[config.mk]
export PLATFORM = sky130hd
export DESIGN_NAME = vocab_writer
export DESIGN_NICKNAME = d
export VERILOG_FILES = /design/src/rtl/vocab_pkg.sv /design/src/rtl/vocab_addr_gen.sv /design/src/rtl/vocab_writer.sv
export SDC_FILE = /design/constraint.sdc
export NUM_CORES = 1
export LEC_CHECK = 0
export ABC_CLOCK_PERIOD_IN_PS = 2270
export BUFFER_PORTS_ARGS = -buffer_cell sky130_fd_sc_hd__buf_2
export CAP_MARGIN = 20
export CORE_MARGIN = 2
export CORE_UTILIZATION = 44
export DETAILED_ROUTE_END_ITERATION = 8
export GPL_TIMING_DRIVEN = 0
export HOLD_SLACK_MARGIN = 0.05
export PLACE_DENSITY_LB_ADDON = 0.15
export SLEW_MARGIN = 20
export SYNTH_ARGS = -nofsm -noshare
export SYNTH_HDL_FRONTEND = slang
export SYNTH_SLANG_ARGS = --single-unit
[constraint.sdc]
create_clock -name clk -period 2.27 [get_ports clk]
set_input_delay 0 -clock clk [delete_from_list [all_inputs] [get_ports clk]]
set_output_delay 0 -clock clk [all_outputs]
set_load 0.01 [all_outputs]
[src/rtl/vocab_pkg.sv]
// Shared vocabulary definitions for the vocab writer and the matcher.
// The null entry (all-zero word) marks the end of a vocabulary list.
package vocab_pkg;

    localparam int DEF_ADDR_WIDTH  = 4;
    localparam int DEF_WORD_LENGTH = 3;
    localparam int DEF_DATA_WIDTH  = 8;
    localparam int VOCAB_WORD_W    = DEF_WORD_LENGTH * DEF_DATA_WIDTH;

    typedef logic [VOCAB_WORD_W-1:0] vocab_word_t;

    localparam vocab_word_t NULL_VOCAB = '0;

    typedef enum logic [2:0] {
        IDLE,
        CLEAR,
        WRITE,
        TERM,
        DONE
    } writer_state_t;

endpackage

[src/rtl/vocab_addr_gen.sv]
// Saturating address counter with load, increment, last-address flag and
// a count of increments since the last load.
module vocab_addr_gen
    import vocab_pkg::*;
#(
    parameter int ADDR_WIDTH = DEF_ADDR_WIDTH
) (
    input  logic                  clk,
    input  logic                  rst,
    input  logic                  i_load,
    input  logic [ADDR_WIDTH-1:0] i_load_addr,
    input  logic                  i_inc,
    output logic [ADDR_WIDTH-1:0] o_addr,
    output logic                  o_at_last,
    output logic [ADDR_WIDTH:0]   o_count
);

    localparam logic [ADDR_WIDTH-1:0] LAST_ADDR = '1;

    logic [ADDR_WIDTH-1:0] r_addr;
    logic [ADDR_WIDTH:0]   r_count;
    logic                  w_at_last;

    assign w_at_last = (r_addr == LAST_ADDR);

    // Load restarts the address and count; increments stop at the last address.
    always_ff @(posedge clk) begin
        if (rst) begin
            r_addr  <= '0;
            r_count <= '0;
        end else if (i_load) begin
            r_addr  <= i_load_addr;
            r_count <= '0;
        end else if (i_inc && !w_at_last) begin
            r_addr  <= r_addr + 1'b1;
            r_count <= r_count + 1'b1;
        end
    end

    assign o_addr    = r_addr;
    assign o_at_last = w_at_last;
    assign o_count   = r_count;

endmodule

[src/rtl/vocab_writer.sv]
// Streams vocabulary words into consecutive memory addresses from a base
// address and closes the list with the null entry. The last address is
// always kept for the terminator, so excess words are dropped and flagged.
// Optional build macro VOCAB_CLEAR_EN zeroes base..top of memory before
// writing so stale entries past the new list can never alias.
module vocab_writer
    import vocab_pkg::*;
#(
    parameter int ADDR_WIDTH  = DEF_ADDR_WIDTH,
    parameter int WORD_LENGTH = DEF_WORD_LENGTH,
    parameter int DATA_WIDTH  = DEF_DATA_WIDTH
) (
    input  logic                              clk,
    input  logic                              rst,
    input  logic                              start,
    input  logic [ADDR_WIDTH-1:0]             base_addr,
    input  logic                              in_valid,
    output logic                              in_ready,
    input  logic [WORD_LENGTH*DATA_WIDTH-1:0] in_word,
    input  logic                              in_last,
    output logic                              mem_we,
    output logic [ADDR_WIDTH-1:0]             mem_addr,
    output logic [WORD_LENGTH*DATA_WIDTH-1:0] mem_wdata,
    output logic                              busy,
    output logic                              done,
    output logic [ADDR_WIDTH-1:0]             end_addr,
    output logic [ADDR_WIDTH:0]               count,
    output logic                              vocab_overflow,
    output logic                              null_drop
);

    localparam int WW = WORD_LENGTH * DATA_WIDTH;

    writer_state_t r_state;
    writer_state_t w_next_state;

    logic                  w_accept;
    logic                  w_is_null;
    logic                  w_load;
    logic [ADDR_WIDTH-1:0] w_load_addr;
    logic                  w_inc;
    logic [ADDR_WIDTH-1:0] w_curr_addr;
    logic                  w_at_last;
    logic [ADDR_WIDTH:0]   w_count;

    logic                  r_mem_we;
    logic [ADDR_WIDTH-1:0] r_mem_addr;
    logic [WW-1:0]         r_mem_wdata;
    logic                  r_busy;
    logic                  r_done;
    logic [ADDR_WIDTH-1:0] r_end_addr;
    logic                  r_overflow;
    logic                  r_null_drop;

`ifdef VOCAB_CLEAR_EN
    logic [ADDR_WIDTH-1:0] r_base;
`endif

    assign w_is_null = (in_word == '0);

    vocab_addr_gen #(
        .ADDR_WIDTH (ADDR_WIDTH)
    ) u_addr_gen (
        .clk         (clk),
        .rst         (rst),
        .i_load      (w_load),
        .i_load_addr (w_load_addr),
        .i_inc       (w_inc),
        .o_addr      (w_curr_addr),
        .o_at_last   (w_at_last),
        .o_count     (w_count)
    );

    // State register.
    always_ff @(posedge clk) begin
        if (rst) begin
            r_state <= IDLE;
        end else begin
            r_state <= w_next_state;
        end
    end

    // Next state, stream handshake and address counter controls.
    always_comb begin
        w_next_state = r_state;
        in_ready     = 1'b0;
        w_accept     = 1'b0;
        w_load       = 1'b0;
        w_load_addr  = base_addr;
        w_inc        = 1'b0;
        case (r_state)
            IDLE: begin
                if (start) begin
                    w_load = 1'b1;
`ifdef VOCAB_CLEAR_EN
                    w_next_state = CLEAR;
`else
                    w_next_state = WRITE;
`endif
                end
            end
`ifdef VOCAB_CLEAR_EN
            CLEAR: begin
                if (w_at_last) begin
                    w_load       = 1'b1;
                    w_load_addr  = r_base;
                    w_next_state = WRITE;
                end else begin
                    w_inc = 1'b1;
                end
            end
`endif
            WRITE: begin
                in_ready = 1'b1;
                w_accept = in_valid;
                if (w_accept && !w_is_null && !w_at_last) begin
                    w_inc = 1'b1;
                end
                if (w_accept && in_last) begin
                    w_next_state = TERM;
                end
            end
            TERM: begin
                w_next_state = DONE;
            end
            DONE: begin
                w_next_state = IDLE;
            end
            default: begin
                w_next_state = IDLE;
            end
        endcase
    end

    // Registered memory port and status flags; strobes default low each cycle.
    always_ff @(posedge clk) begin
        if (rst) begin
            r_mem_we    <= 1'b0;
            r_mem_addr  <= '0;
            r_mem_wdata <= '0;
            r_busy      <= 1'b0;
            r_done      <= 1'b0;
            r_end_addr  <= '0;
            r_overflow  <= 1'b0;
            r_null_drop <= 1'b0;
`ifdef VOCAB_CLEAR_EN
            r_base      <= '0;
`endif
        end else begin
            r_mem_we    <= 1'b0;
            r_done      <= 1'b0;
            r_null_drop <= 1'b0;
            case (r_state)
                IDLE: begin
                    if (start) begin
                        r_busy     <= 1'b1;
                        r_overflow <= 1'b0;
`ifdef VOCAB_CLEAR_EN
                        r_base     <= base_addr;
`endif
                    end
                end
`ifdef VOCAB_CLEAR_EN
                CLEAR: begin
                    r_mem_we    <= 1'b1;
                    r_mem_addr  <= w_curr_addr;
                    r_mem_wdata <= '0;
                end
`endif
                WRITE: begin
                    if (w_accept) begin
                        if (w_is_null) begin
                            r_null_drop <= 1'b1;
                        end else if (!w_at_last) begin
                            r_mem_we    <= 1'b1;
                            r_mem_addr  <= w_curr_addr;
                            r_mem_wdata <= in_word;
                        end else begin
                            r_overflow  <= 1'b1;
                        end
                    end
                end
                TERM: begin
                    r_mem_we    <= 1'b1;
                    r_mem_addr  <= w_curr_addr;
                    r_mem_wdata <= '0;
                    r_end_addr  <= w_curr_addr;
                end
                DONE: begin
                    r_busy <= 1'b0;
                    r_done <= 1'b1;
                end
                default: begin
                end
            endcase
        end
    end

    assign mem_we         = r_mem_we;
    assign mem_addr       = r_mem_addr;
    assign mem_wdata      = r_mem_wdata;
    assign busy           = r_busy;
    assign done           = r_done;
    assign end_addr       = r_end_addr;
    assign count          = w_count;
    assign vocab_overflow = r_overflow;
    assign null_drop      = r_null_drop;

endmodule

==> results of run 1 <==
[through the flow]
step	total power, uW	hold slack (ns)
floorplan	1090	0.152
global placement	1190	0.272
detailed placement	1190	0.273
CTS	1730	0.0508
global route	1820	0.0554
finish	1720	0.0532
[what timing repair did]
item / in CTS / in global routing
endpoints found under the hold margin: 31 / 0
resized for setup: 0 / 3
setup buffers: 0 / 1
hold buffers: 30 / 0
endpoints found under the setup margin: 0 / 19
[worst min path at each step]
stage | endpoint | slack, ns
CTS | u_addr_gen.o_addr[2]$_SDFFE_PP0P_ | 0.05
finish | u_addr_gen.o_addr[2]$_SDFFE_PP0P_ | 0.05
detailed placement | mem_wdata[14]$_SDFFE_PP0P_ | 0.27
global route | u_addr_gen.o_addr[2]$_SDFFE_PP0P_ | 0.06
global placement | mem_wdata[18]$_SDFFE_PP0P_ | 0.27
floorplan | mem_wdata[0]$_SDFFE_PP0P_ | 0.15
[sequential cells by signal (all words and copies together), names as in the netlist]
name and flops:
mem_addr 4, r_state 3, mem_we 1, u_addr_gen.o_count 5
end_addr 4, u_addr_gen.o_addr 4, vocab_overflow 1, done 1
null_drop 1, mem_wdata 24, busy 1
[cells in the final DEF (no fill, tap or decap), types with 3 or more instances in the layout]
master          n
buf_2          76
clkbuf_8        5
dfxtp_1        49
dlygate4sd3_1  30
mux2i_1         5
o21ai_0         4
a21oi_1        32
inv_1           4
nand3_1        29
buf_4           3
clkbuf_1       11
nor2_1         17
nor4_1          7
and3_1          3
nand2_1        34
[logic make-up (layout without fill, tap and decap cells)]
| group | Yosys count | in the layout |
|---|---|---|
| and+or+nand+nor | 103 | 103 |
| AOI/OAI and AO/OA | 49 | 49 |
| DFF | 49 | 49 |
| buffers and inverters | 20 | 133 |
| muxes | 5 | 5 |
| xor gates and xnor gates | 3 | 3 |
| adders and majority gates | 2 | 2 |
[cells in the mapped netlist, drive strengths merged]
| cell type | count | area, um^2 |
|---|---|---|
| a2111oi | 3 | 38.8 |
| a211oi | 2 | 15.0 |
| a21oi | 32 | 160 |
| a311oi | 2 | 17.5 |
| and3 | 3 | 18.8 |
| and3b | 1 | 12.5 |
| and4b | 1 | 10.0 |
| buf | 6 | 41.3 |
| clkbuf | 9 | 33.8 |
| clkinv | 1 | 5.00 |
| dfxtp | 49 | 981 |
| ha | 2 | 25.0 |
| inv | 4 | 15.0 |
| mux2i | 5 | 50.1 |
| nand2 | 35 | 134 |
| nand2b | 1 | 6.26 |
| nand3 | 29 | 145 |
| nand3b | 1 | 7.51 |
| nand4 | 1 | 6.26 |
| nor2 | 18 | 75.1 |
| nor4 | 7 | 43.8 |
| nor4b | 2 | 17.5 |
| o211ai | 2 | 15.0 |
| o21a | 1 | 7.51 |
| o21ai | 6 | 33.8 |
| o31ai | 1 | 7.51 |
| or2 | 1 | 6.26 |
| or3 | 2 | 12.5 |
| or4 | 1 | 7.51 |
| xnor2 | 1 | 8.76 |
| xor2 | 2 | 17.5 |
[tightest hold or removal path, cell delays in order]
cell and delay (ns):
buf_2 0.10, nor2_1 0.14, a2111oi_2 0.06
[routing by layer]
layer / GRT usage (%) / wire [um]
met1: 29.2 / 2520
met4: 10.3 / 109
met5: 0 / 0
met3: 4.84 / 301
met2: 36.9 / 2600
[power breakdown]
group / internal, uW / switching, uW
Combinational: 135 / 147
Sequential: 902 / 31.8
Clock: 219 / 287
Total: 1260 / 466
[cell type report]
| class | instances | area, um^2 |
|---|---|---|
| fillers | 384 | 1540 |
| flip-flops and latches | 49 | 981 |
| multi-input cells | 162 | 912 |
| repair buffers | 105 | 678 |
| plain buffers | 15 | 77.6 |
| clock buffers | 7 | 76.3 |
| well taps | 52 | 65.1 |
| inverters | 5 | 20.0 |
| clock inverters | 1 | 7.51 |
==> out/summary.txt, run 1 <==
Clk_lat worst skew: 0.30 ns
Starting density of the core: 45.4%
Layout Utilization: 64.7%
Critical path, cell by cell: ha_1, and3_1, a2111oi_4, o21a_1, clkbuf_4, buf_4, nand3_1, a21oi_1
VDD IR max: 0.365 mV
Worst setup path start: u_addr_gen.o_addr[0]$_SDFFE_PP0P_
Bufs on Longest Clock Path: 2
Clock Skews: 0.00555 ns
Clock Pin Slew Worst Setup and Hold Paths: 0.09 ns
Final cell count without fillers: 396
Reg2reg start: u_addr_gen.o_addr[0]$_SDFFE_PP0P_
Synth Cell Area: 1980 um^2
DIE AREA: 5040 um^2
Cts bufs inserted: 5
CTS tree: done
Cell Count Post-Placement: 357
Synth Area in XOR/XNOR: 1.33%
Critical path class: flop to flop
Drt via density: 5.18
Clock sinks: 49
Setup tns final: 0 ns
Total GRT Usage: 22.8%
Syn nets: 266
Residual DRC: 0
CTS root buf: clkbuf_8
Vias in the first global route: 2,005
DP Area: 2410 um^2
Hold Crit Depth: 3
Detail Route Antenna Nets: 0
Period minus WS final: 2.16 ns
Cell Pwr Density: 611 nW/um^2
Slew HR: 60.5%
FP Rows: 24
First drt pass iteration count: 4
Drt wl/cell: 14.0 um
First-pass GRT wire length: 9160 um
Layout cells sized above 1: 27.3%
Worst setup margin: 0.107 ns
Largest family of logic cells by synthesized area: simple AND/OR/NAND/NOR gates
I/O pins: 76
Post-route design area: 2820 um^2
Initial DRC count: 66
Core area: 4350 um^2
Post-synthesis mux area share: 2.53%
Crit end category: flop
Worst-path fanout max: 10
Worst hold-check path type: input pin to flop
Die height: 71.0 um
Post-synthesis sequential area ratio: 49.7%
Startpoint Class: flop
Worst Hold Launch: base_addr[2]
Period utilization: 95.3%
Reg2reg path depth: 8
Initial antenna violation count: 0
Total Wirelength: 5530 um
Critical path required time: 2.50 ns
Max Cap Violations: 0
Syn Inst Count: 231
H-tree depth: 2
Synth Warn #: 0
Diodes inserted: 0
Largest net degree at the start of global routing: 15
Worst slack at placement: 0.129 ns
Synth Area in Compound Gates: 14.9%
Outcome: finished, final reports clean
Final net count: 378
Final Max Tran Viols: 0
Lkg Pwr: 0.00124 uW
Final Hold Fails: 0
GRT Residual Overflow: 0
Slew @ Worst Pin: 0.585 ns
CP Data Arrival Time: 2.40 ns
Worst path depth: 8
Reg2reg end: mem_wdata[22]$_SDFFE_PP0P_
Post-Syn Area per Cell: 8.55 um^2
Gpl congestion: 0.745
Distinct cells, synth: 37
Post-DP HPWL: 3590 um
Worst path slowest cell: a2111oi_4
Via count: 2,050
Setup crit end: mem_wdata[22]$_SDFFE_PP0P_
Setup-failing EPs final: 0
Synthesis-stage register bit count: 49
R2R Setup Slk: 0.11 ns
CP top delay family: compound AO/OA/AOI/OAI gates
Critical path buffer and inverter count: 2
PortBufs: 74
Layout area overhead: 42.6%
Delay of the slowest critical-path stage: 0.43 ns
Fmax: 462 MHz
Post-Synth Simple-Gate Area: 25.5%
DIE WIDTH: 71.0 um
Post-Synth Adder-Cell Area: 1.27%
Note: power is estimated with default switching activity, not from simulation.
==> run 2: changes to the inputs <==
CORE_UTILIZATION = 48   (was 44)
CTS_CLUSTER_DIAMETER = 40   (was default)
==> run 2 against run 1 <==
Compared with the run above: non-clock buffer count increased by 1; via count increased by 0.59%; cell area increased by 1.5%; sequential share of layout area decreased by 0.52 points; highest routed layer unchanged; clock power increased by 29%; critical endpoint is now u_addr_gen.o_addr[3]$_SDFFE_PP0P_; die area decreased by 7.9%; global-route usage increased by 1.6 points; maximum frequency increased by 2.5%; register-to-register slack improved by 0.05 ns; utilization increased by 7.3 points; setup slack improved by 0.052 ns.
==> out/summary.txt, run 2 (synthesis gave the netlist of run 1 again) <==
Outcome: finished, final reports clean
Cts bufs inserted: 5 (unchanged)
Clock Pin Slew Worst Setup and Hold Paths: 0.08 ns (about the same)
Post-route design area: 2860 um^2 (+1.5%)
H-tree depth: 2 (unchanged)
Critical path required time: 2.48 ns (-0.02 ns)
PortBufs: 74 (unchanged)
CTS tree: done
Fill cells: 344 (-10%)
Critical path buffer and inverter count: 1 (-1)
Most common cell after layout, fill and taps aside: buf_2
Clock Skews: 0.0119 ns (+0.00637 ns)
Setup-failing EPs final: 0 (unchanged)
CP top delay family: simple AND/OR/NAND/NOR gates
FP Rows: 23 (-4.2%)
Max reg flops: 24 (unchanged)
VDD IR max: 0.402 mV (+10%)
I/O pins: 76 (unchanged)
Total Wirelength: 5430 um (-1.7%)
Die height: 68.2 um (-4.0%)
GRT Residual Overflow: 0 (unchanged)
Critical path class: flop to flop
Initial antenna violation count: 0 (unchanged)
Crit end category: flop
Max Cap Violations: 0 (unchanged)
Final Max Tran Viols: 0 (unchanged)
Slew HR: 62.6% (+2.2 points)
Drt wl/cell: 13.8 um (-1.5%)
Critical path, cell by cell: ha_1, and3_1, and3b_4, o21ai_2, buf_6, or3_1, a311oi_1
Detail Route Antenna Nets: 0 (unchanged)
Lkg Pwr: 0.00127 uW (+2.2%)
Setup tns final: 0 ns (unchanged)
CP Data Arrival Time: 2.32 ns (-0.08 ns)
Gpl congestion: 0.817 (+9.7%)
Fmax: 474 MHz (+2.5%)
Cell Pwr Density: 653 nW/um^2 (+6.8%)
Total GRT Usage: 24.4% (+1.6 points)
Final Hold Fails: 0 (unchanged)
Via count: 2,062 (+0.59%)
DIE AREA: 4650 um^2 (-7.9%)
Vias in the first global route: 1,829 (-8.8%)
Starting density of the core: 49.7% (+4.4 points)
Clock sinks: 49 (unchanged)
Worst hold-check path type: input pin to flop
Layout Utilization: 72.0% (+7.3 points)
Startpoint Class: flop
Slew @ Worst Pin: 0.560 ns (-0.0242 ns)
Layout cells sized above 1: 27.2% (-0.079 points)
Worst path slowest cell: dfxtp_1
Core area: 3970 um^2 (-8.8%)
Clk_lat worst skew: 0.31 ns (about the same)
Period minus WS final: 2.11 ns (-0.0519 ns)
Largest net degree at the start of global routing: 15 (unchanged)
Bufs on Longest Clock Path: 2 (unchanged)
Delay of the slowest critical-path stage: 0.38 ns (-0.05 ns)
Hold slack: 0.129 ns (+0.0761 ns)
RSZ-0062 raised after global routing: false
DP Area: 2410 um^2 (-0.10%)
CTS root buf: clkbuf_8
Commonest non-fill, non-tap cells in the layout: 76 x buf_2, 49 x dfxtp_1, 34 x nand2_1, 32 x a21oi_1, 32 x dlygate4sd3_1
First-pass GRT wire length: 8410 um (-8.1%)
Diodes inserted: 0 (unchanged)
DIE WIDTH: 68.2 um (-4.0%)
First drt pass iteration count: 4 (unchanged)
Initial DRC count: 148 (+120%)
Period utilization: 93.0% (-2.3 points)
Post-DP HPWL: 3450 um (-3.9%)
Worst-path fanout max: 10 (unchanged)
Layout area overhead: 44.8%
Final net count: 379 (+0.26%)
Drt via density: 5.22 (+0.84%)
Residual DRC: 0 (unchanged)
==> run 2: cell count changes in the layout (fill, tap and decap cells not counted) <==
cell           previous run  this run
dlygate4sd3_1            30        32
buf_4                     3         2
bufinv_16                 0         1
clkbuf_1                 11        10
clkbuf_8                  5         6
clkinvlp_4                1         0
o21ai_0                   4         5
o21ai_1                   1         0
==> run 2: cell type report <==
class / instances / area [um^2] / share of cell area (%)
buffer: 15 / 77.6 / 2.71
clock buffer: 7 / 86.3 / 3.02
clock inverter: 1 / 30.0 / 1.05
inverter: 5 / 20.0 / 0.700
multi-input combinational: 162 / 912 / 31.9
sequential: 49 / 981 / 34.3
tap: 50 / 62.6 / 2.19
timing repair buffer: 106 / 691 / 24.1
==> run 2: where the power goes <==
group          internal (uW)  leakage [uW]  switching, uW
clock network            360     0.0000585            293
registers                902      0.000400           31.5
logic                    137      0.000812            145
==> run 2: worst paths after layout <==
check / to / slack, ns / from / depth (start not counted)
hold reg to reg: mem_wdata[7]$_SDFFE_PP0P_ / 0.45 / mem_wdata[7]$_SDFFE_PP0P_ / 2
setup / recovery: u_addr_gen.o_addr[3]$_SDFFE_PP0P_ / 0.16 / u_addr_gen.o_addr[0]$_SDFFE_PP0P_ / 7
setup reg to reg: u_addr_gen.o_addr[3]$_SDFFE_PP0P_ / 0.16 / u_addr_gen.o_addr[0]$_SDFFE_PP0P_ / 7
hold / removal: r_state[1]$_SDFFE_PP0P_ / 0.13 / rst / 2
==> run 2: worst reg2reg max path, cell delays in order (launching register included) <==
cell and delay (ns):
dfxtp_1 0.38, ha_1 0.24, and3_1 0.24, and3b_4 0.34, o21ai_2 0.07, buf_6 0.15
or3_1 0.35, a311oi_1 0.26
==> run 2: what timing repair did <==
action | 4_1_cts | 5_1_grt
resized for setup | 0 | 2
buffers inserted | 0 | 0
setup endpoints to repair | 0 | 14
hold buffers | 32 | 0
endpoints found under the hold margin | 33 | 0
==> run 2: per-layer routing <==
metal | share of wire [%] | up-vias | GRT usage (%)
li1 | - | 1037 | -
met1 | 43 | 937 | 30.7
met2 | 48 | 70 | 38.8
met3 | 6.1 | 18 | 6.09
met4 | 3.2 | 0 | 12.0
met5 | 0 | - | 0
==> run 2: per-stage QoR <==
step           total power (uW)  worst slack (ns)  cells
3_3_place_gp               1180             0.176    355
6_report                   1870             0.159    395
4_1_cts                    1870             0.139    395
5_1_grt                    1940            0.0229    395
3_5_place_dp               1190             0.152    355
2_1_floorplan              1090             0.386    231
==> run 3: changes to the inputs <==
--- a/config.mk
+++ b/config.mk
@@ -17,2 +17,3 @@
 export PLACE_DENSITY_LB_ADDON = 0.15
+export SETUP_SLACK_MARGIN = 0.02
 export SLEW_MARGIN = 20
==> constraint.sdc (replaced) <==
create_clock -name clk -period 2.27 [get_ports clk]
set_input_delay 0.681 -clock clk [delete_from_list [all_inputs] [get_ports clk]]
set_output_delay 0.681 -clock clk [all_outputs]
set_load 0.01 [all_outputs]
==> run 3 against run 2 <==
Compared with the run above: first-iteration DRC count shrank 8.1%; die area is the same; via count shrank 7.0%; power shrank 2.6%; sequential power is essentially flat; setup slack gained 0.014 ns; hold slack gained 0.32 ns; non-clock buffer count shrank 31; sequential cell count is the same; clock-buffer cell count is the same; register-to-register slack is essentially flat; critical path type unchanged.
==> out/summary.txt, run 3 (synthesis gave the netlist of run 1 again) <==
Outcome: finished, final reports clean
Residual DRC: 0 (unchanged)
Setup-failing EPs final: 0 (unchanged)
Hold Crit Depth: 2 (unchanged)
Core area: 3970 um^2 (unchanged)
Cts bufs inserted: 5 (unchanged)
Clock Pin Slew Worst Setup and Hold Paths: 0.09 ns (about the same)
Final Max Tran Viols: 0 (unchanged)
First drt pass iteration count: 4 (unchanged)
Layout cells sized above 1: 30.3% (+3.0 points)
Detail Route Antenna Nets: 0 (unchanged)
Layout area overhead: 28.9%
Total Wirelength: 4740 um (-13%)
Worst path slowest cell: dfxtp_1
Reg2reg path depth: 7 (unchanged)
Clock sinks: 49 (unchanged)
DIE AREA: 4650 um^2 (unchanged)
Crit end category: flop
Hold_buf cts: 0 (-100%)
Worst-path fanout max: 10 (unchanged)
Fill cells: 377 (+9.6%)
VDD IR max: 0.388 mV (-3.5%)
Die height: 68.2 um (unchanged)
GRT Residual Overflow: 0 (unchanged)
Hold Crit Endpoint: mem_wdata[7]$_SDFFE_PP0P_
Most common cell after layout, fill and taps aside: buf_2
Cell Pwr Density: 714 nW/um^2 (+9.3%)
Worst Hold Launch: mem_wdata[7]$_SDFFE_PP0P_
Clk_lat worst skew: 0.30 ns (about the same)
Final Hold Fails: 0 (unchanged)
Post-route design area: 2550 um^2 (-11%)
Delay of the slowest critical-path stage: 0.37 ns (about the same)
Max reg flops: 24 (unchanged)
Drt via density: 5.27 (+0.89%)
Reg2reg start: u_addr_gen.o_addr[0]$_SDFFE_PP0P_
I/O pins: 76 (unchanged)
Initial antenna violation count: 0 (unchanged)
Largest net degree at the start of global routing: 15 (unchanged)
R2R Setup Slk: 0.17 ns (about the same)
FP Rows: 23 (unchanged)
Gpl congestion: 0.817 (unchanged)
Period utilization: 92.4% (-0.60 points)
DIE WIDTH: 68.2 um (unchanged)
Power Total: 1820 uW (-2.6%)
Via count: 1,917 (-7.0%)
Post-DP HPWL: 3450 um (unchanged)
Worst hold-check path type: flop to flop
Max Cap Violations: 0 (unchanged)
Commonest non-fill, non-tap cells in the layout: 76 x buf_2, 49 x dfxtp_1, 34 x nand2_1, 32 x a21oi_1, 29 x nand3_1
Clock Skews: 0.00824 ns (-0.00369 ns)
Critical path required time: 2.48 ns (about the same)
PortBufs: 74 (unchanged)
H-tree depth: 2 (unchanged)
Bufs on Longest Clock Path: 2 (unchanged)
Startpoint Class: flop
Starting density of the core: 49.7% (unchanged)
DP Area: 2410 um^2 (unchanged)
CP Data Arrival Time: 2.31 ns (about the same)
Diodes inserted: 0 (unchanged)
Critical path, cell by cell: ha_1, and3_1, and3b_4, o21ai_2, buf_6, or3_1, a311oi_1
Total GRT Usage: 20.9% (-3.5 points)
Slew @ Worst Pin: 0.549 ns (-0.0120 ns)
Slew HR: 63.4% (+0.80 points)
Reg2reg end: u_addr_gen.o_addr[3]$_SDFFE_PP0P_
Period minus WS final: 2.10 ns (-0.0135 ns)
Vias in the first global route: 1,571 (-14%)
Critical path class: flop to flop
Lkg Pwr: 0.00114 uW (-10%)
First-pass GRT wire length: 7290 um (-13%)
Drt wl/cell: 13.0 um (-5.4%)
Setup tns final: 0 ns (unchanged)
Fmax: 477 MHz (+0.64%)
Initial DRC count: 136 (-8.1%)
CTS tree: done
Final net count: 348 (-8.2%)
CTS root buf: clkbuf_8
RSZ-0062 raised after global routing: false
run 3: cell types whose count changed in the layout (fill, tap and decap cells not counted):
| cell | before | now |
|---|---|---|
| dlygate4sd3_1 | 32 | 0 |
| buf_4 | 2 | 3 |
run 3: power breakdown:
part	internal, uW	switching (uW)
clock	360	290
sequential	902	30.7
combinational	101	135
run 3: worst max path at each step:
stage	startpoint	endpoint	slack [ns]	cells past startpoint
3_5_place_dp	in_word[13]	mem_wdata[11]$_SDFFE_PP0P_	-0.23	8
4_1_cts	in_word[13]	mem_wdata[11]$_SDFFE_PP0P_	0.09	8
3_3_place_gp	in_word[13]	mem_wdata[15]$_SDFFE_PP0P_	-0.20	8
6_report	u_addr_gen.o_addr[0]$_SDFFE_PP0P_	u_addr_gen.o_addr[3]$_SDFFE_PP0P_	0.17	7
2_1_floorplan	in_word[13]	u_addr_gen.o_addr[2]$_SDFFE_PP0P_	0.24	5
5_1_grt	u_addr_gen.o_addr[0]$_SDFFE_PP0P_	mem_wdata[13]$_SDFFE_PP0P_	0.03	8
run 3: repair_timing:
item,in CTS,in global routing
setup buffers,0,1
resized for setup,0,2
endpoints found under the setup margin,0,18
run 3: layout make-up:
class                   count  area [um^2]  share of cell area (%)
flip-flops and latches     49          981                    38.5
clock buffers               7         86.3                    3.39
clock inverters             1         30.0                    1.18
repair buffers             75          378                    14.8
inverters                   5         20.0                   0.786
well taps                  50         62.6                    2.46
plain buffers              15         77.6                    3.05
multi-input cells         162          912                    35.8
run 3: critical path: cells and delay by family (launching register included):
family                     cells  cell delay [ns]
AOI/OAI and AO/OA              2             0.32
DFF                            1             0.37
and+or+nand+nor                3             0.93
adders and majority gates      1             0.24
buffers and inverters          1             0.14
run 3: through the flow:
stage	instances	util (%)	hold WS [ns]	setup WS [ns]
after floorplan	231	-	0.458	0.241
after global placement	355	60.6	0.437	-0.202
after detailed placement	355	60.6	0.440	-0.233
after CTS	363	63.6	0.456	0.0899
after global routing	364	64.1	0.466	0.0340
final	364	64.1	0.453	0.172
run 3: layer usage:
metal  GRT usage [%]  share of wire, %
met4            7.50              0.80
met5               0                 0
met2            30.9                44
met1            28.4                48
met3            6.58               6.9
